[src/rtl/axis_out_pkg.sv]
// Shared types and helpers for the multi-lane AXI-Stream result streamer.
package axis_out_pkg;

  typedef enum logic [1:0] {
    IDLE  = 2'd0,
    FETCH = 2'd1,
    DRAIN = 2'd2,
    DONE  = 2'd3
  } state_t;

  localparam int MAX_KEEP_W = 256;

  function automatic logic [63:0] ceil_div(input logic [63:0] num, input logic [63:0] den);
    return (num + den - 64'd1) / den;
  endfunction

  // Byte-enable mask of the final beat: rem == 0 means the beat is full.
  function automatic logic [MAX_KEEP_W-1:0] last_keep_mask(input int rem, input int lanes,
                                                           input int elem_w);
    logic [MAX_KEEP_W-1:0] m;
    int nbytes;
    nbytes = (rem == 0) ? (lanes * elem_w / 8) : (rem * elem_w / 8);
    m = '0;
    for (int i = 0; i < MAX_KEEP_W; i++) begin
      if (i < nbytes) m[i] = 1'b1;
    end
    return m;
  endfunction

endpackage

[src/rtl/axis_out_fifo.sv]
// Synchronous FIFO holding {last, data} beats between the SRAM read port and m_axis.
module axis_out_fifo
  import axis_out_pkg::*;
#(
  parameter int WIDTH = 65,
  parameter int DEPTH = 4
) (
  input  logic                   clk,
  input  logic                   rst_n,
  input  logic                   push,
  input  logic [WIDTH-1:0]       push_data,
  input  logic                   pop,
  output logic [WIDTH-1:0]       head,
  output logic [$clog2(DEPTH):0] count
);

  localparam int PTR_W = $clog2(DEPTH);

  logic [WIDTH-1:0] mem [DEPTH];
  logic [PTR_W-1:0] wr_ptr;
  logic [PTR_W-1:0] rd_ptr;

  // Storage is cleared on reset so an empty FIFO presents an all-zero head.
  always_ff @(posedge clk or negedge rst_n) begin
    if (!rst_n) begin
      wr_ptr <= '0;
      rd_ptr <= '0;
      count  <= '0;
      for (int i = 0; i < DEPTH; i++) mem[i] <= '0;
    end else begin
      if (push) begin
        mem[wr_ptr] <= push_data;
        wr_ptr      <= wr_ptr + 1'b1;
      end
      if (pop) rd_ptr <= rd_ptr + 1'b1;
      case ({push, pop})
        2'b10:   count <= count + 1'b1;
        2'b01:   count <= count - 1'b1;
        default: count <= count;
      endcase
    end
  end

  assign head = mem[rd_ptr];

endmodule

[src/rtl/axi_stream_output_mc.sv]
// Streams out_row*out_col elements from the output SRAM onto m_axis, LANES per beat.
// Optional stall counter enabled by defining AXIS_OUT_PERF_CNT_EN.
module axi_stream_output_mc
  import axis_out_pkg::*;
#(
  parameter int ADDR_WIDTH         = 13,
  parameter int DATA_WIDTH         = 8,
  parameter int LANES              = 4,
  parameter int FIFO_DEPTH         = 4,
  parameter int NUM_CHANNELS_WIDTH = 7
) (
  input  logic                                  m_axis_aclk,
  input  logic                                  m_axis_aresetn,
  input  logic                                  start,
  input  logic [ADDR_WIDTH-1:0]                 base_addr,
  input  logic [ADDR_WIDTH-1:0]                 out_row,
  input  logic [ADDR_WIDTH-1:0]                 out_col,
  input  logic [NUM_CHANNELS_WIDTH-1:0]         num_channels,
  output logic                                  busy,
  output logic                                  done,
  output logic                                  sram_out_en,
  output logic [ADDR_WIDTH-1:0]                 sram_out_addr,
  input  logic [LANES*2*DATA_WIDTH-1:0]         sram_out_data_out,
  output logic [LANES*2*DATA_WIDTH-1:0]         m_axis_tdata,
  output logic [LANES*2*DATA_WIDTH/8-1:0]       m_axis_tkeep,
  output logic                                  m_axis_tvalid,
  output logic                                  m_axis_tlast,
  input  logic                                  m_axis_tready,
  output logic [NUM_CHANNELS_WIDTH-1:0]         m_axis_tuser,
  output logic [31:0]                           stall_cycles,
  output state_t                                state_dbg
);

  localparam int ELEM_W = 2 * DATA_WIDTH;
  localparam int WORD_W = LANES * ELEM_W;
  localparam int KEEP_W = WORD_W / 8;
  localparam int TOT_W  = 2 * ADDR_WIDTH;
  localparam int CNT_W  = $clog2(FIFO_DEPTH) + 1;

  state_t                        state_q, state_d;
  logic [TOT_W-1:0]              total_q, beats_q, issued_q;
  logic [TOT_W-1:0]              total_in, beats_in;
  logic [ADDR_WIDTH-1:0]         base_q;
  logic [NUM_CHANNELS_WIDTH-1:0] tuser_q;
  logic                          inflight_q, rd_last_q;
  logic                          rd_en, rd_final, pop, accept;
  logic [CNT_W-1:0]              fifo_count;
  logic [WORD_W:0]               fifo_head;
  logic [KEEP_W-1:0]             last_keep;

  assign accept   = (state_q == IDLE) && start;
  assign total_in = TOT_W'(out_row) * TOT_W'(out_col);
  assign beats_in = TOT_W'(ceil_div(64'(total_in), 64'(LANES)));

  // A read is only issued when its returning word is guaranteed a FIFO slot.
  assign rd_en    = (state_q == FETCH) && (issued_q != beats_q) &&
                    ((fifo_count + CNT_W'(inflight_q)) < CNT_W'(FIFO_DEPTH));
  assign rd_final = rd_en && (issued_q == beats_q - 1'b1);

  // m_axis handshake: a beat transfers on any edge where tvalid && tready.
  // tvalid comes only from FIFO occupancy, and the head entry (data, keep,
  // last) plus the latched tuser cannot change until that beat is popped.
  assign pop = m_axis_tvalid && m_axis_tready;

  always_comb begin
    state_d = state_q;
    case (state_q)
      IDLE:    if (start) state_d = (total_in == '0) ? DONE : FETCH;
      FETCH:   if (rd_final) state_d = DRAIN;
      DRAIN:   if (pop && fifo_head[WORD_W]) state_d = DONE;
      DONE:    state_d = IDLE;
      default: state_d = IDLE;
    endcase
  end

  always_ff @(posedge m_axis_aclk or negedge m_axis_aresetn) begin
    if (!m_axis_aresetn) begin
      state_q    <= IDLE;
      total_q    <= '0;
      beats_q    <= '0;
      issued_q   <= '0;
      base_q     <= '0;
      tuser_q    <= '0;
      inflight_q <= 1'b0;
      rd_last_q  <= 1'b0;
    end else begin
      state_q    <= state_d;
      inflight_q <= rd_en;
      rd_last_q  <= rd_final;
      if (accept) begin
        total_q  <= total_in;
        beats_q  <= beats_in;
        base_q   <= base_addr;
        tuser_q  <= num_channels;
        issued_q <= '0;
      end else if (rd_en) begin
        issued_q <= issued_q + 1'b1;
      end
    end
  end

  axis_out_fifo #(
    .WIDTH (WORD_W + 1),
    .DEPTH (FIFO_DEPTH)
  ) u_fifo (
    .clk       (m_axis_aclk),
    .rst_n     (m_axis_aresetn),
    .push      (inflight_q),
    .push_data ({rd_last_q, sram_out_data_out}),
    .pop       (pop),
    .head      (fifo_head),
    .count     (fifo_count)
  );

  assign last_keep = KEEP_W'(last_keep_mask(int'(total_q % TOT_W'(LANES)), LANES, ELEM_W));

  assign sram_out_en   = rd_en;
  assign sram_out_addr = base_q + issued_q[ADDR_WIDTH-1:0];
  assign m_axis_tvalid = (fifo_count != '0);
  assign m_axis_tdata  = fifo_head[WORD_W-1:0];
  assign m_axis_tlast  = m_axis_tvalid && fifo_head[WORD_W];
  assign m_axis_tkeep  = !m_axis_tvalid ? '0 : (fifo_head[WORD_W] ? last_keep : '1);
  assign m_axis_tuser  = tuser_q;
  assign busy          = (state_q != IDLE);
  assign done          = (state_q == DONE);
  assign state_dbg     = state_q;

`ifdef AXIS_OUT_PERF_CNT_EN
  logic [31:0] stall_q;

  always_ff @(posedge m_axis_aclk or negedge m_axis_aresetn) begin
    if (!m_axis_aresetn)                       stall_q <= '0;
    else if (accept)                           stall_q <= '0;
    else if (m_axis_tvalid && !m_axis_tready)  stall_q <= stall_q + 32'd1;
  end

  assign stall_cycles = stall_q;
`else
  assign stall_cycles = '0;
`endif

endmodule

[config.mk]
export PLATFORM = sky130hd
export DESIGN_NAME = axi_stream_output_mc
export DESIGN_NICKNAME = d
export VERILOG_FILES = /design/src/rtl/axis_out_pkg.sv /design/src/rtl/axis_out_fifo.sv /design/src/rtl/axi_stream_output_mc.sv
export SDC_FILE = /design/constraint.sdc
export NUM_CORES = 1
export LEC_CHECK = 0
export CORE_MARGIN = 2
export CORE_UTILIZATION = 57
export DETAILED_ROUTE_END_ITERATION = 16
export GPL_TIMING_DRIVEN = 0
export PLACE_DENSITY_LB_ADDON = 0.25
export SLEW_MARGIN = 20
export SYNTH_ARGS = -nofsm -noshare
export SYNTH_HDL_FRONTEND = slang
export SYNTH_SLANG_ARGS = --single-unit
[constraint.sdc]
create_clock -name m_axis_aclk -period 5.1 [get_ports m_axis_aclk]
set_input_delay 1.53 -clock m_axis_aclk [delete_from_list [all_inputs] [get_ports m_axis_aclk]]
set_output_delay 1.53 -clock m_axis_aclk [all_outputs]
set_load 0.01 [all_outputs]
==> results.txt, run 1 <==
The maximum fanout along the worst path came out at 6. After technology mapping, the gate count stands at 2075. The total standard cell area after synthesis is 23100 sq um.

The initial cell density of the core is 0.579. The number of hold buffers added after CTS came out at 0. The number of buffers on the longest clock path is 3. Of the available clock period, the critical path in the final layout requires 1.39. The total core area came out at 39800 sq um.

The fraction of layout instances using a drive strength above 1 is 0.323. The type of the worst min-delay path is reg2reg. The routed layout has 17411 vias.

The worst setup path is launched from a primary input. The number of clock buffers added by TritonCTS is 39. The slowest stage of the critical path belongs to the cell sky130_fd_sc_hd__fa_1. The number of filler instances in the final layout came out at 2546. The average cell area after synthesis came out at 11.1 sq um. The via count of the first global-routing pass came out at 18085. The wire length of the first global-routing pass is 95.2 mm. In this run, distinct cell masters in the synthesized netlist total 77. The tree is rooted in a sky130_fd_sc_hd__clkbuf_16. The number of design rule violations left after detail routing is 0. The flip-flop and latch count after synthesis came out at 344. The post-place instance area came out at 26600 sq um.

The register-to-register path setup slack came out at 1.06 ns. The die covers 42100 sq um. The vertical die dimension is 205 um. The sequential element share of the synthesized area is 0.373. The most used cell along the critical path is sky130_fd_sc_hd__fa_1. The terminus of the critical flop-to-flop path is state_dbg[1]$_DFFE_PN0P_.

The slew at the pin closest to its max-slew limit came out at 0.917 ns. The tightest slew margin relative to the limit is 0.389. The most used flip-flop cell after synthesis is sky130_fd_sc_hd__dfrtp_1.

The all-layer global routing usage came out at 0.289. The critical path class is in2reg. CTS built an H-tree with a depth of 2.

The final period demand of the worst path came out at 7.10 ns. Among all cell types in the netlist, the one instantiated most often is sky130_fd_sc_hd__dfrtp_1. The cell depth of the worst flop-to-flop path is 11. In the final design database the tool counted 2811 nets. The average detailed-routed wire length per instance is 20.6 um.

The worst stage delay on the critical path came out at 0.56 ns. By count the netlist is led by sky130_fd_sc_hd__dfrtp_1, sky130_fd_sc_hd__mux2_2, sky130_fd_sc_hd__nand2_1. Sorting the synthesized cells by area gives the leading types as sky130_fd_sc_hd__dfrtp_1, sky130_fd_sc_hd__mux2_2, sky130_fd_sc_hd__fa_1, sky130_fd_sc_hd__mux4_2, sky130_fd_sc_hd__ha_1.

Of the post-synthesis cell area, the dominant cell type holds 0.373. The post-synthesis cell type with the largest combined area is sky130_fd_sc_hd__dfrtp_1. The worst setup path is captured at a flip-flop. The final weighted congestion in routability-driven placement is 0.924. The critical path goes through buf_4, clkbuf_8, buf_6, nand2_2, fa_1, fa_1, fa_1, inv_1, fa_1, inv_1, fa_1, inv_1, ha_4, buf_8, o211ai_1, buf_4, or4_4, a21oi_2, or3_4, a31oi_4, xor2_2, or4bb_4, o41ai_4, mux2_4. The number of DRC markers in iteration 0 is 1196. The largest net degree at the start of global routing is 99.

The average via count per standard cell came out at 5.73. After layout, the worst setup slack is -2.00 ns. The total setup violations reported at the end of the flow came out at 22. The layout overhead on the synthesized area came out at 29.4%. The site row count is 73. Clock-pin slew was measured on the worst setup and hold paths at 0.06 ns. The end point of the critical path is state_dbg[1]$_DFFE_PN0P_. The maximum clock rate came out at 141 MHz.

The fraction of synthesis flops using an asynchronous set or reset pin came out at 1.00. The Yosys step of the flow raised 0 warnings. The routed design has 62.6 mm of wire. Tracing the worst setup path back leads to its startpoint at out_col[4]. The worst register-to-register path begins at beats_q[6]$_DFFE_PN0P_. The CTS tree is built. The number of max-capacitance violations reported is 0. For the worst setup path, the data required time is 5.60 ns. The I/O pin count came out at 245.

The floorplan step set the die width to 205 um. The area of the multi-input gates is 14200 sq um. The data arrival time of the worst path is 7.59 ns. The global route total overflow is 0. The final design area excluding fillers came out at 29800 sq um. Summed over all nets, the half-perimeter wirelength after detailed placement is 41.9 mm.

The flow ran to the end, but the final reports show violations. The number of buffers inserted by port buffering came out at 212. Setup repair after global routing could not meet its margin everywhere. The final reports fail on negative setup slack.

CTS saw 344 sinks. The initial antenna violation count came out at 4. The number of enable-type register cells in the synthesized netlist is 0. The number of detailed-routing iterations run before antenna repair is 5. The count of final hold-check violations came to 0. The count of final max-slew check failures came to 0.

The area used by sequential logic in the layout came out at 8610 sq um. The number of nets still failing antenna checks after routing is 0. Clock skew on the completed layout was measured at 0.0197 ns.

The later pin in the worst-skew pair is clocked with a latency of 0.56 ns.
-- worst min-delay path by stage --
stage,start,end,cells past startpoint
after floorplan,base_q[0]$_DFFE_PN0P_,base_q[0]$_DFFE_PN0P_,2
after global placement,m_axis_tuser[4]$_DFFE_PN0P_,m_axis_tuser[4]$_DFFE_PN0P_,2
after detailed placement,m_axis_tuser[3]$_DFFE_PN0P_,m_axis_tuser[3]$_DFFE_PN0P_,2
after CTS,m_axis_tuser[3]$_DFFE_PN0P_,m_axis_tuser[3]$_DFFE_PN0P_,2
after global routing,u_fifo.mem[98]$_DFFE_PN0P_,u_fifo.mem[98]$_DFFE_PN0P_,1
final,m_axis_tuser[0]$_DFFE_PN0P_,m_axis_tuser[0]$_DFFE_PN0P_,2
-- final cells by class --
type / count / area share
Antenna cell: 3 / 0.000252
Buffer: 144 / 0.0354
Clock buffer: 62 / 0.0387
Timing Repair Buffer: 332 / 0.108
Multi-Input combinational cell: 1409 / 0.476
Tap cell: 525 / 0.0220
Sequential cell: 344 / 0.288
Clock inverter: 10 / 0.00478
Inverter: 207 / 0.0261
-- state kept, by name, indices dropped and copies added (netlist names) --
register and cells:
rd_last_q 1, u_fifo.rd_ptr 2, beats_q 25, inflight_q 1, state_dbg 2, base_q 13
total_q 2, issued_q 26, m_axis_tuser 7, u_fifo.wr_ptr 2, u_fifo.mem 260, u_fifo.count 3
-- what timing repair did --
action | 4_1_cts | 5_1_grt
setup buffers | 86 | 30
gates resized for setup | 288 | 131
endpoints found under the setup margin | 63 | 45
pin swaps | 101 | 98
gates cloned | 3 | 0
-- critical path: cells and delay by family --
family,cells,cell delay (ns)
buffers and inverters,8,0.91
AO/OA/AOI/OAI,4,0.73
multiplexers,1,0.22
adder cells (fa/ha/maj),6,2.81
AND/OR/NAND/NOR,4,1.16
XOR/XNOR,1,0.23
-- kinds of logic (layout without fill, tap and decap cells) --
kind of cell	after synthesis	in the layout	share of synthesized area
other cells	1	35	0.000163
mux	336	336	0.195
compound gates	155	155	0.0469
xor+xnor	110	110	0.0418
fa+ha+maj	220	220	0.159
buf+inv	353	755	0.0644
flops	344	344	0.373
simple gates	556	556	0.119
-- layout by cell type, fill, tap and decap left out, types with 16 or more instances in the layout --
master and n:
sky130_fd_sc_hd__xnor2_1 36, sky130_fd_sc_hd__xor2_1 57, sky130_fd_sc_hd__buf_4 126, sky130_fd_sc_hd__and2_1 60
sky130_fd_sc_hd__clkbuf_8 21, sky130_fd_sc_hd__nor3_1 16, sky130_fd_sc_hd__mux4_2 65, sky130_fd_sc_hd__inv_1 180
sky130_fd_sc_hd__mux2_2 261, sky130_fd_sc_hd__nand4_1 19, sky130_fd_sc_hd__dfrtp_1 342, sky130_fd_sc_hd__buf_8 18
sky130_fd_sc_hd__conb_1 32, sky130_fd_sc_hd__clkdlybuf4s50_1 182, sky130_fd_sc_hd__nor2_1 69, sky130_fd_sc_hd__nand2_1 220
sky130_fd_sc_hd__ha_1 77, sky130_fd_sc_hd__o21ai_1 19, sky130_fd_sc_hd__o21ai_0 17, sky130_fd_sc_hd__nand3_1 23
sky130_fd_sc_hd__clkbuf_1 77, sky130_fd_sc_hd__ha_4 20, sky130_fd_sc_hd__inv_2 26, sky130_fd_sc_hd__fa_1 104
sky130_fd_sc_hd__buf_6 39, sky130_fd_sc_hd__clkbuf_16 40, sky130_fd_sc_hd__and2_4 27, sky130_fd_sc_hd__fa_2 19
sky130_fd_sc_hd__a21oi_1 21
-- layer usage --
| metal | vias up | part of all wire | track usage |
|---|---|---|---|
| met1 | 8830 | 0.39 | 0.369 |
| met4 | 2 | 0.038 | 0.107 |
| met5 | - | 0.00021 | 0 |
| met2 | 627 | 0.52 | 0.502 |
| met3 | 176 | 0.056 | 0.0413 |
| li1 | 7776 | - | - |
-- stage by stage --
stage          utilization  hold slack, ns  TNS (ns)  cells  worst slack (ns)
2_1_floorplan            -           0.450    -26.17   2106             -1.92
3_3_place_gp         0.665           0.457  -4087.42   2843            -11.79
3_5_place_dp         0.667           0.462    -52.16   2846             -3.31
4_1_cts              0.733           0.477    -25.03   3004             -2.01
5_1_grt              0.749           0.505    -31.67   3036             -2.07
6_report             0.749           0.473    -28.76   3036             -2.00
Power of run 1 is not shown: default switching activity piles up to over one toggle a cycle in this logic, so the estimate is an artifact.
==> run 2, diff against run 1 <==
--- a/config.mk
+++ b/config.mk
@@ -10,6 +10,7 @@
 export DETAILED_ROUTE_END_ITERATION = 16
 export GPL_TIMING_DRIVEN = 0
 export PLACE_DENSITY_LB_ADDON = 0.25
+export SKIP_CTS_REPAIR_TIMING = 1
 export SLEW_MARGIN = 20
 export SYNTH_ARGS = -nofsm -noshare
 export SYNTH_HDL_FRONTEND = slang
==> results.txt, run 2 (synthesis gave the netlist of run 1 again) <==
The final hold slack came out at 0.472 ns (-0.00106 ns). The number of buffers on the longest clock path was 3 (unchanged). The total internal power came out at 14.1 mW.

The net switching power is 10.2 mW. The clock share of power came out at 0.116. The data required time at the worst endpoint came out at 5.60 ns (about the same). The number of buffers inserted by port buffering came out at 212 (unchanged).

In the layout the commonest cells are sky130_fd_sc_hd__dfrtp_1, sky130_fd_sc_hd__mux2_2, sky130_fd_sc_hd__nand2_1. The maximum ir drop on the vdd rail came out at 0.859 mV. The number of detailed-routing iterations run before antenna repair came out at 5 (unchanged). The all-layer global routing usage was 0.275 (-0.0142). The total setup violations reported at the end of the flow is 21 (-4.5%). Walking the worst path, the cells encountered are buf_2, buf_8, and2_4, fa_2, inv_2, fa_1, inv_1, fa_1, fa_1, inv_1, fa_1, inv_2, ha_4, buf_8, o21a_4, a2111oi_4, nor3_2, or3_4, a31oi_4, xor2_2, or4bb_4, o41ai_4, mux2_4.

The final weighted congestion in routability-driven placement came to 0.924 (unchanged). The most used cell along the critical path is sky130_fd_sc_hd__fa_1. The largest registers in the layout are u_fifo.mem: 260 flops, issued_q: 26 flops, beats_q: 25 flops. The die width is 205 um (unchanged).

The smallest setup slack after layout is -2.09 ns (-0.0935 ns). The count of final max-slew check failures is 0 (unchanged). Clock tree synthesis selected as its root buffer the cell sky130_fd_sc_hd__clkbuf_16. The post-place instance area is 26600 sq um (unchanged).

The routed via count came out at 16905 (-2.9%). The slew at the pin closest to its max-slew limit is 0.938 ns (+0.0216 ns). The power share of the sequential group is 0.200. Setup repair after global routing could not meet its margin everywhere.

The tightest slew margin relative to the limit is 0.374 (-0.0144). The maximum clock rate is 139 MHz (-1.3%). The via count of the first global-routing pass came to 17319 (-4.2%). The initial cell density of the core is 0.579 (unchanged). The library cell used most frequently in the layout, excluding fill and tap cells, is sky130_fd_sc_hd__dfrtp_1. The critical path buffer and inverter count is 7 (-1).

The count of final hold-check violations came to 0 (unchanged). The final setup skew is 0.0209 ns (+0.00118 ns). The worst setup path is launched from a primary input. The average detailed-routed wire length per instance came out at 19.5 um (-5.6%). The number of H-tree branching levels came out at 2 (unchanged). The worst setup path is of the in2reg kind. The total CTS buffers is 39 (unchanged). The vertical die dimension came out at 205 um (unchanged).

The critical path's slowest cell is sky130_fd_sc_hd__or4bb_4. The number of nets in the layout is 2763 (-1.7%). The worst stage delay on the critical path was 0.57 ns (about the same). The min-delay analysis places its worst path in the category reg2reg. Counting flops per register, the top entry is u_fifo.mem. The number of nets still failing antenna checks after routing is 0 (unchanged). The number of flip-flops in the largest register came out at 260 (unchanged). The final wirelength is 58.2 mm (-7.1%). The data arrival time of the worst path is 7.69 ns (+0.10 ns). The full die area was 42100 sq um (unchanged). The clock sink count is 344 (unchanged). The share of the clock period used by the worst path after layout came to 1.41 (+0.0183). The proportion of total power due to net switching came out at 0.419. The later-pin clock latency in the skew report is 0.56 ns (about the same).

The final period demand of the worst path was 7.19 ns (+0.0935 ns). The fraction of layout instances using a drive strength above 1 is 0.282 (-0.0417). From synthesis to final layout, the design area changed by 25.7%. The maximum fanout along the worst path came out at 5 (-1). The site row count came to 73 (unchanged). The final reports fail on negative setup slack. The ratio of total power to cell area came out at 837 nW/um^2.

The number of max-capacitance violations reported came out at 0 (unchanged). The I/O pin count came out at 245 (unchanged). The global route total overflow came out at 0 (unchanged).

Among cell families on the critical path, the largest total delay comes from adder cells. The largest net degree at the start of global routing was 99 (unchanged). The post-placement cell count was 2846 (unchanged). The worst setup path is captured at a flip-flop. The post-CTS clock slew at the launch and capture registers of the worst setup and hold paths is 0.06 ns (about the same). The filler-free cell count of the finished design is 2988 (-1.6%). The worst-case setup slack after placement is -3.31 ns (unchanged).

The standby leakage power is 13.1 nW. The CTS tree is built. The run finished, with violations left. Of the total power, combinational logic draws 0.684. The half-perimeter wire length after detailed placement is 41.9 mm (unchanged). The number of DRC markers in iteration 0 is 1096 (-8.4%). The average via count per standard cell was 5.66 (-1.3%). The wire length of the first global-routing pass came out at 90.7 mm (-4.7%). The initial antenna violation count is 4 (unchanged).

The number of design rule violations left after detail routing is 0 (unchanged). The total core area is 39800 sq um (unchanged). The final design area excluding fillers is 29000 sq um (-2.8%).
-- run 2: worst paths after layout --
path	startpoint	endpoint	slack, ns	cells after the start
setup / recovery	out_row[8]	state_dbg[1]$_DFFE_PN0P_	-2.09	23
hold / removal	m_axis_tuser[0]$_DFFE_PN0P_	m_axis_tuser[0]$_DFFE_PN0P_	0.47	2
setup reg to reg	beats_q[6]$_DFFE_PN0P_	state_dbg[1]$_DFFE_PN0P_	1.07	11
hold reg to reg	m_axis_tuser[0]$_DFFE_PN0P_	m_axis_tuser[0]$_DFFE_PN0P_	0.47	2
max in group asynchronous	m_axis_aresetn	u_fifo.mem[180]$_DFFE_PN0P_	2.89	3
min in group asynchronous	m_axis_aresetn	u_fifo.mem[140]$_DFFE_PN0P_	0.88	1
-- run 2: metal layers --
layer	up-vias	share of wire	GRT usage	wire length (um)
met5	-	0.00022	0	13
li1	7678	-	-	-
met1	8584	0.41	0.358	23600
met3	139	0.050	0.0371	2910
met4	2	0.035	0.103	2030
met2	502	0.51	0.471	29600
-- run 2: cell type report --
class	count	area, sq um
repair buffers	283	2770
plain buffers	145	1020
well taps	525	657
multi-input cells	1409	13900
clock buffers	62	1150
diodes	3	7.51
fillers	2709	10800
flip-flops and latches	344	8610
clock inverters	10	143
inverters	207	777
-- run 2: worst min-delay path: cells and delay by family, from the launching register on --
| family | cells | cell delay (ns) |
|---|---|---|
| flops | 1 | 0.34 |
| simple gates | 2 | 0.10 |
-- run 2: through the flow --
step | power [mW] | TNS, ns | utilization
after global placement | 18.9 | -4087.42 | 0.665
after global routing | 25.9 | -30.06 | 0.728
final | 24.3 | -26.29 | 0.728
after floorplan | 15.0 | -26.17 | -
after detailed placement | 19.3 | -52.16 | 0.667
after CTS | 22.2 | -44.15 | 0.700
-- run 2: power by group through the flow --
stage / clock, mW / sequential, mW / combinational (mW)
floorplan: 0 / 4.58 / 10.5
global placement: 0 / 4.74 / 14.1
detailed placement: 0 / 4.84 / 14.4
CTS: 2.87 / 4.82 / 14.6
global route: 2.99 / 4.98 / 17.9
finish: 2.82 / 4.84 / 16.6
Power figures use the tool's default switching activity.
